===== src/rtl/piso_serializer_pkg.sv =====
// Shared definitions for the serializer / deserializer pair:
// FSM state constants and the counter-width helper.
package piso_serializer_pkg;

  localparam logic [0:0] ST_IDLE  = 1'b0;
  localparam logic [0:0] ST_SHIFT = 1'b1;

  // Counter width for a word of n bits; never narrower than one bit.
  function automatic int cnt_width(input int n);
    return (n <= 2) ? 1 : $clog2(n);
  endfunction

endpackage


===== src/rtl/piso_serializer_bit_counter.sv =====
// Up-counter from 0 to MAX with synchronous clear; shared with the receiver.
module bit_counter #(
  parameter int W   = 3,
  parameter int MAX = 7
) (
  input  logic         clk,
  input  logic         reset,
  input  logic         clear,
  input  logic         inc,
  output logic [W-1:0] count,
  output logic         at_max
);

  localparam logic [W-1:0] MAX_V = W'(MAX);

  always_ff @(posedge clk or posedge reset) begin
    if (reset) begin
      count <= '0;
    end else if (clear) begin
      count <= '0;
    end else if (inc && !at_max) begin
      count <= count + 1'b1;
    end
  end

  assign at_max = (count == MAX_V);

endmodule


===== src/rtl/piso_serializer.sv =====
// Parallel-in serial-out transmitter: valid/ready word load, one bit per
// shift_en cycle, ser_last marks the final bit of each word.
//
// state    | meaning
// ST_IDLE  | no word held, ready for a load
// ST_SHIFT | shreg holds the word being sent, cnt = bits already sent
module piso_serializer
  import piso_serializer_pkg::*;
#(
  parameter int N         = 8,
  parameter bit MSB_FIRST = 1'b1
) (
  input  logic         clk,
  input  logic         reset,
  input  logic         load_valid,
  input  logic [N-1:0] load_data,
  output logic         load_ready,
  input  logic         shift_en,
  output logic         ser_out,
  output logic         ser_valid,
  output logic         ser_last
);

  localparam int CNT_W = cnt_width(N);

  logic [0:0]       state;
  logic [N-1:0]     shreg;
  logic [CNT_W-1:0] cnt;
  logic             at_max;
  logic             shifting;
  logic             last_taken;
  logic             accept;
  logic             cnt_clear;
  logic             cnt_inc;
  logic [N-1:0]     shreg_next;

  assign shifting   = (state == ST_SHIFT);
  assign last_taken = shifting && shift_en && at_max;
  // shift_en feeds load_ready combinationally so the next word can be
  // accepted on the same edge the last bit is consumed (no gap cycle).
  assign load_ready = !shifting || last_taken;
  assign accept     = load_valid && load_ready;

  assign cnt_clear = accept || last_taken;
  assign cnt_inc   = shifting && shift_en && !at_max;

  assign shreg_next = MSB_FIRST ? {shreg[N-2:0], 1'b0} : {1'b0, shreg[N-1:1]};

  bit_counter #(
    .W   (CNT_W),
    .MAX (N - 1)
  ) u_bit_counter (
    .clk    (clk),
    .reset  (reset),
    .clear  (cnt_clear),
    .inc    (cnt_inc),
    .count  (cnt),
    .at_max (at_max)
  );

  always_ff @(posedge clk or posedge reset) begin
    if (reset) begin
      state <= ST_IDLE;
      shreg <= '0;
    end else if (accept) begin
      state <= ST_SHIFT;
      shreg <= load_data;
    end else if (last_taken) begin
      state <= ST_IDLE;
      shreg <= '0;
    end else if (cnt_inc) begin
      shreg <= shreg_next;
    end
  end

  assign ser_valid = shifting;
  assign ser_last  = shifting && at_max;
  assign ser_out   = shifting && (MSB_FIRST ? shreg[N-1] : shreg[0]);

endmodule


===== config.mk =====
export PLATFORM = sky130hd
export DESIGN_NAME = piso_serializer
export DESIGN_NICKNAME = d
export VERILOG_FILES = /design/src/rtl/piso_serializer_pkg.sv /design/src/rtl/piso_serializer_bit_counter.sv /design/src/rtl/piso_serializer.sv
export SDC_FILE = /design/constraint.sdc
export NUM_CORES = 1
export LEC_CHECK = 0
export ABC_AREA = 0
export ABC_CLOCK_PERIOD_IN_PS = 1920
export BUFFER_PORTS_ARGS = -buffer_cell sky130_fd_sc_hd__clkbuf_2
export CAP_MARGIN = 20
export CORE_AREA = 2 2 41 43
export CTS_CLUSTER_SIZE = 8
export DETAILED_ROUTE_END_ITERATION = 8
export DIE_AREA = 0 0 43 45
export GPL_ROUTABILITY_DRIVEN = 1
export HOLD_SLACK_MARGIN = 0.1
export PLACE_DENSITY = 0.71
export SYNTH_ARGS = -nofsm -noshare
export SYNTH_HDL_FRONTEND = slang
export SYNTH_SLANG_ARGS = --single-unit

===== constraint.sdc =====
create_clock -name clk -period 1.92 [get_ports clk]
set_input_delay 0.192 -clock clk [delete_from_list [all_inputs] [get_ports clk]]
set_output_delay 0.192 -clock clk [all_outputs]
set_load 0.05 [all_outputs]

# Yosys cells after proc, flatten, opt, wreduce, memory -nomap -nowiden
# Cells that the tools add are included.
# totals
latchBits,0
ram_bits,0
romBits,0
in_bits,12
mem_count,0
ff_bits,12
# classes
eq_ne,1
n_mul,0
magnitude_cmp,0
n_reduce_logical,14
shift,0
add_sub_neg,1
bitwise_logic,0
muxes,7
div,0
# ops
op,count
8-bit 2-to-1 mux,3
1-bit logical AND,7
3-bit 2-to-1 mux,2
2-bit nonzero test,2
3-bit by 1-bit adder with 3-bit output (second input constant),1
3-bit equality test (second input constant),1
3-bit nonzero test,1
1-bit zero test,2
1-bit logical OR,2
1-bit 2-to-1 mux,2

# Longest topological paths before layout
# Gate-level depths: netlist (run 1).
# depth
word_depth,6
mapped_depth,6
ltp_nobuf,5

# Cells and area by module
# From an unflattened synthesis (run 1), not the netlist that was laid out.
# hier_totals
cells_unflattened,76
area_unflattened_um2,744.5
# by_module_without_submodules
module,area_each_um2,instances,cells_each
piso_serializer,556.8,1,60
bit_counter,187.7,1,16

# Least setup slack after synthesis (run 1)
# No wires, ideal clock.
# synth_path
path_kind,flip-flop to flip-flop
start,reg state (netlist: ser_valid)
end,reg shreg[0]
t_required_ps,1798
path_stages_with_launch,3
path_slack_ps,253
t_arrival_ps,1545
setup_ps,122
period_less_slack_ps,1667
path_cell_list,dfrtp_1 nand2_1 a32o_1
# synth_between
elab_chain_len,5
# synth_rtl
element,line,source
"start, declared",piso_serializer.sv:26,logic [0:0] state;
"start signal, assigned",piso_serializer.sv:63,state <= ST_IDLE;
"start signal, assigned",piso_serializer.sv:66,state <= ST_SHIFT;
"start signal, assigned",piso_serializer.sv:69,state <= ST_IDLE;
1-bit logical AND (2 in a row),piso_serializer.sv:38,assign last_taken = shifting && shift_en && at_max;
1-bit logical OR *,piso_serializer.sv:41,assign load_ready = !shifting || last_taken;
via load_ready,piso_serializer.sv:17,"output logic load_ready,"
1-bit logical AND *,piso_serializer.sv:42,assign accept = load_valid && load_ready;
3-bit nonzero test (no line) or 8-bit 2-to-1 mux (tied branches),n/a,
"end signal, assigned",piso_serializer.sv:67,shreg <= load_data;
"end signal, assigned",piso_serializer.sv:72,shreg <= shreg_next;
"end, declared",piso_serializer.sv:27,logic [N-1:0] shreg;
# The timed path passes the listed nets; every way through them passes the cells marked *.
# A chain may end at the register's enable or synchronous reset.

# Worst setup path in the final report (run 1)
# layout_path
start,reg u_bit_counter.count[0]
end,out load_ready
# layout_between
elab_chain_len,3
# layout_rtl
element,line,source
"start, declared",piso_serializer_bit_counter.sv:10,"output logic [W-1:0] count,"
"start signal, assigned",piso_serializer_bit_counter.sv:22,count <= count + 1'b1;
3-bit equality test,piso_serializer_bit_counter.sv:26,assign at_max = (count == MAX_V);
1-bit logical AND,piso_serializer.sv:38,
1-bit logical OR,piso_serializer.sv:41,
"end, declared",piso_serializer.sv:17,
# Every way passes these cells.

==> results of run 1 <==
[registers in the layout, summed over array words and instances (netlist names)]
name / count
ser_valid: 1
shreg: 8
u_bit_counter.count: 3
[timing repair]
item / CTS / global route
pin swaps: 0 / 0
endpoints found under the setup margin: 1 / 1
hold buffers: 1 / 0
cloned: 0 / 0
endpoints found under the hold margin: 12 / 0
resized for setup: 1 / 1
[cell families (layout without fill, tap and decap cells)]
family | Yosys count | count (layout) | synth area share (%)
fa+ha+maj | 2 | 2 | 3.56
mux | 4 | 4 | 5.87
compound gates | 21 | 21 | 23.7
buf+inv | 7 | 23 | 7.47
flops | 12 | 12 | 42.7
simple gates | 23 | 23 | 16.7
[power by group through the flow]
stage	Clock [W]	Combinational, W	Sequential, W
floorplan	0	0.000333	0.000401
global placement	0	0.000385	0.000418
detailed placement	0	0.000392	0.000420
CTS	0.000205	0.000399	0.000415
global route	0.000215	0.000460	0.000431
finish	0.000203	0.000410	0.000419
[layout by cell type (no fill, tap or decap), types with 4 or more instances in the layout]
cell type	synthesis	routed
o21ai_0	7	7
nand2_1	6	6
dfrtp_1	12	12
o221a_2	4	4
clkbuf_2	0	15
nor2_1	9	9
[layout make-up]
cell class	instances	share of cell area, %
repair buffers	16	10.4
clock buffers	4	4.45
flip-flops and latches	12	36.8
well taps	16	2.45
multi-input cells	50	44.5
inverters	3	1.38
[layer usage]
metal	up-vias	track usage (%)	wire length, µm	part of all wire [%]
met5	-	0	0	0
met4	0	7.27	25	1.7
met3	4	3.20	76	5.3
met2	15	29.4	666	46
met1	264	23.2	675	47
li1	287	-	-	-
[critical path: cells and delay by family (launching register included)]
kind          cells  cell delay [ns]
simple gates      2             0.16
fa+ha+maj         2             0.45
buf+inv           1             0.27
flops             1             0.39
[per-stage QoR]
step | hold WS, ns | power [W]
after floorplan | 0.0567 | 0.000735
after global placement | 0.201 | 0.000804
after detailed placement | 0.211 | 0.000812
after CTS | 0.189 | 0.00102
after global routing | 0.191 | 0.00111
final | 0.183 | 0.00103
[worst paths after layout]
kind | endpoint | slack, ns | cells after the start | from
min in group asynchronous | u_bit_counter.count[0] | 0.45 | 3 | reset
max in group asynchronous | u_bit_counter.count[2] | 1.16 | 3 | reset
max | load_ready | 0.19 | 5 | u_bit_counter.count[0]
min | shreg[0] | 0.18 | 2 | load_data[0]
min reg2reg | u_bit_counter.count[1] | 0.52 | 1 | u_bit_counter.count[1]
max reg2reg | shreg[4] | 0.40 | 5 | u_bit_counter.count[0]
==> summary.txt, run 1 <==
Placed design
  – Detailed Place HPWL: 1050 µm
  – Dpl cells: 96
  – Place WS: 0.183 ns
  – I/O Buffers: 15
  – DP Area: 757 µm²
  – RePlAce Congestion: 0.795

Clock network
  – Reg clk slew, reported paths: 0.08 ns
  – H-tree depth: 1
  – # Post-CTS Setup Buffers: 0
  – Clock buffer depth: 2
  – Clk_lat worst skew: 0.27 ns
  – Clock Sinks: 12
  – CTS tree: built
  – Root Buffer: clkbuf_4
  – TritonCTS Buffers: 3

Yosys
  – Yosys top cell area share: 42.7%
  – Ys flop type: dfrtp_1
  – Syn nets: 83
  – Yosys reg bits: 12
  – Sequential fraction of the synthesis area: 42.7%
  – Post-synthesis cell count: 69
  – Mean Syn Cell Area: 10.2 µm²
  – Top cells by count, synth: dfrtp_1 (12), nor2_1 (9), o21ai_0 (7)
  – Post-synth EDFFs: 0
  – Post-Syn Area: 703 µm²
  – Async SR Flop Fraction: 100%
  – Leading post-synthesis cells by cell area: dfrtp_1 (43%), o221a_2 (6.4%), o21ai_0 (5.0%)
  – Area leader, netlist: dfrtp_1
  – Most frequent cell after synthesis: dfrtp_1
  – Distinct cells, synth: 21
  – Syn. warnings: 0

Power
  – Reg power frac: 40.6%
  – Worst vdd ir: 0.553 mV
  – Clock share of power: 19.7%
  – P_sw: 0.000372 W
  – Power per cell area: 1270 mW/mm²
  – Pleak: 0.374 nW
  – Sw frac: 36.0%
  – Combinational Power Share: 39.7%
  – P_int: 0.000661 W

STA
  – Tcrit/Tclk final: 90.2%
  – Worst Clk Skew: 0.000986 ns
  – Slew headroom: 69.6%
  – Final Critical Period: 1.73 ns
  – Pins Over Slew Limit: 0
  – Final Setup Violations: 0
  – Setup TNS: 0 ns
  – Fmax: 578 MHz
  – Fin. Hold Viols: 0
  – Unrepaired setup endpoints after global routing: false
  – Worst-Margin Slew: 0.455 ns
  – Final worst slack: 0.189 ns

Critical path
  – Slowest CP cell: dfrtp_1
  – CP Capture Type: output pin
  – Critical Path, Cell by Cell: ha_1 -> ha_4 -> nand2_1 -> nand2_1 -> clkbuf_2
  – CP max FO: 13
  – WP data required: 1.73 ns
  – Critical path startpoint category: register
  – Crit Path Category: register to output pin
  – CP max stage delay: 0.39 ns
  – Most used cell, CP: nand2_1
  – Crit path DAT: 1.54 ns

Floorplanning
  – Row cnt: 14
  – Core area: 0.00147 mm²
  – # IOs: 16
  – Die W: 43 µm
  – Die ar.: 0.00194 mm²
  – Height of the die: 45 µm
  – Initial core utilization: 47.8%

Final layout
  – Nets: 100
  – P&R area growth vs syn: 16.0%
  – Multi-input logic area: 363 µm²
  – Filler Cells Inserted: 142
  – Fin util: 55.4%
  – Layout cell share with drive strength beyond 1: 32.9%
  – Finished Layout Cells: 101
  – ANT cells: 0
  – Design Area, Final: 816 µm²
  – Sequential cell area: 300 µm²

Global routing
  – First-pass GRT wire length: 2510 µm
  – Antenna violations before repair: 0
  – All-Layer GR Usage: 17.7%
  – Largest net degree at the start of global routing: 17
  – Gr ovfl total: 0
  – Vias in the first global route: 569

Worst hold path
  – Hold Crit Class: input port to register

Run status
  – Outcome: complete, no violations

Drt
  – DR vias: 570
  – DR iter-0 viols: 12
  – Detail Route Antenna Nets: 0
  – 1st-pass router iterations: 4
  – DR DRC count: 0
  – Vias per inst: 5.64
  – Routed wire per std cell: 14.3 µm
  – Routed wire length: 1440 µm

Run
  – Max-cap violations: 0
No activity file was read; power rests on OpenSTA's default activity.
==> run 2, diff against run 1 <==
BUFFER_PORTS_ARGS = -buffer_cell sky130_fd_sc_hd__buf_2   (was -buffer_cell sky130_fd_sc_hd__clkbuf_2)
==> summary.txt, run 2 (synthesis gave the netlist of run 1 again) <==
Power
  – Tot Pwr: 0.00101 W
  – P_int: 0.000650 W
  – P_sw: 0.000359 W
  – Power per cell area: 1250 mW/mm²
  – Reg power frac: 41.0%
  – Pleak: 0.370 nW
  – Combinational Power Share: 39.0%
  – Worst vdd ir: 0.718 mV
  – Clock share of power: 20.0%
  – Sw frac: 35.6%

Final layout
  – Most frequent cells in the layout: buf_2 (15), dfrtp_1 (12), nor2_1 (9), o21ai_0 (7), nand2_1 (6)
  – Nets: 100
  – Layout cell share with drive strength beyond 1: 32.9%
  – Max reg flops: 8
  – Sequential cell area: 300 µm²
  – Filler Cells Inserted: 134
  – Most flops, register: shreg
  – Multi-input logic area: 353 µm²
  – Most common cell after layout, fill and taps aside: buf_2
  – ANT cells: 0
  – P&R area growth vs syn: 14.6%

STA
  – Slew headroom: 69.5%
  – Fmax: 569 MHz
  – Final Setup Violations: 0
  – Worst Hold Slack: 0.181 ns
  – Tcrit/Tclk final: 91.6%
  – Pins Over Slew Limit: 0
  – Worst Clk Skew: 0.00787 ns
  – Unrepaired setup endpoints after global routing: false
  – Fin. Hold Viols: 0
  – Final Critical Period: 1.76 ns
  – Worst-Margin Slew: 0.456 ns
  – Setup TNS: 0 ns

Placed design
  – Detailed Place HPWL: 1040 µm
  – RePlAce Congestion: 0.776
  – I/O Buffers: 15

Clock network
  – Reg clk slew, reported paths: 0.08 ns
  – H-tree depth: 1
  – Root Buffer: clkbuf_4
  – TritonCTS Buffers: 3
  – CTS tree: built
  – Clk_lat worst skew: 0.28 ns
  – Clock Sinks: 12
  – Clock buffer depth: 2

Critical path
  – Reg-to-reg startpoint: u_bit_counter.count[0]
  – Register-to-Register Path Depth: 5
  – CP max FO: 13
  – Crit Path Category: register to output pin
  – Crit path DAT: 1.57 ns
  – WP data required: 1.73 ns
  – Worst Setup SP: u_bit_counter.count[0]
  – Crit path to: load_ready
  – FF-to-FF setup slack: 0.34 ns
  – Critical path startpoint category: register
  – Worst r2r dst: shreg[4]
  – CP Capture Type: output pin

Drt
  – Routed wire per std cell: 13.5 µm
  – DR vias: 575
  – Routed wire length: 1370 µm
  – DR DRC count: 0
  – Vias per inst: 5.69
  – DR iter-0 viols: 12
  – 1st-pass router iterations: 4
  – Detail Route Antenna Nets: 0

Floorplanning
  – Die W: 43 µm
  – Height of the die: 45 µm
  – Die ar.: 0.00194 mm²
  – Core area: 0.00147 mm²
  – # IOs: 16
  – Row cnt: 14
  – Initial core utilization: 47.8%

Run
  – Max-cap violations: 0

Global routing
  – All-Layer GR Usage: 17.7%
  – Vias in the first global route: 554
  – Largest net degree at the start of global routing: 17
  – First-pass GRT wire length: 2480 µm
  – Antenna violations before repair: 0
  – Gr ovfl total: 0

Run status
  – Outcome: complete, no violations

Worst hold path
  – Hold Crit Class: input port to register
run 2: cell types whose count changed in the layout (fill, tap and decap cells not counted):
cell	before	now
buf_2	0	15
clkbuf_2	15	0
ha_2	0	1
ha_4	1	0
run 2: metrics by stage:
step | std cells | cell area (µm²) | setup WS (ns) | utilization [%]
after detailed placement | 96 | 757 | 0.207 | 51.4
after global placement | 96 | 757 | 0.246 | 51.4
after floorplan | 69 | 703 | 0.253 | -
after CTS | 101 | 803 | 0.0129 | 54.6
after global routing | 101 | 806 | 0.0573 | 54.8
final | 101 | 806 | 0.161 | 54.8
run 2: power groups by stage:
| stage | sequential, W | combinational, W | clock (W) |
|---|---|---|---|
| 2_1_floorplan | 0.000401 | 0.000333 | 0 |
| 3_3_place_gp | 0.000418 | 0.000388 | 0 |
| 3_5_place_dp | 0.000421 | 0.000389 | 0 |
| 4_1_cts | 0.000414 | 0.000395 | 0.000207 |
| 5_1_grt | 0.000429 | 0.000447 | 0.000220 |
| 6_report | 0.000414 | 0.000394 | 0.000202 |
run 2: what timing repair did:
action | CTS | global route
hold buffers | 1 | 0
endpoints found under the hold margin | 12 | 0
resized for setup | 0 | 1
buffers inserted | 0 | 0
endpoints found under the setup margin | 0 | 2
run 2: worst min path at each step:
stage | endpoint | depth (start not counted) | start | slack [ns]
detailed placement | u_bit_counter.count[1] | 2 | reset | 0.22
global placement | u_bit_counter.count[1] | 2 | reset | 0.22
CTS | shreg[0] | 2 | load_data[0] | 0.17
global route | shreg[0] | 2 | load_data[0] | 0.17
finish | shreg[1] | 2 | load_data[1] | 0.18
floorplan | ser_valid | 1 | reset | 0.06
run 2: per-layer routing:
layer	track usage [%]	wire [µm]	up-vias
met3	7.60	84	4
met5	0	0	-
met2	27.0	643	14
met4	5.45	19	0
met1	23.0	619	270
li1	-	-	287
run 2: cell type report:
cell class	instances	area share, %
clock buffers	4	4.50
well taps	16	2.48
inverters	3	1.40
multi-input cells	50	43.8
flip-flops and latches	12	37.3
repair buffers	16	10.6
run 2: worst max-delay path, cell delays in order (launching register included):
cell	delay [ns]
dfrtp_1	0.36
ha_1	0.15
ha_2	0.32
nand2_1	0.08
nand2_1	0.10
buf_2	0.28
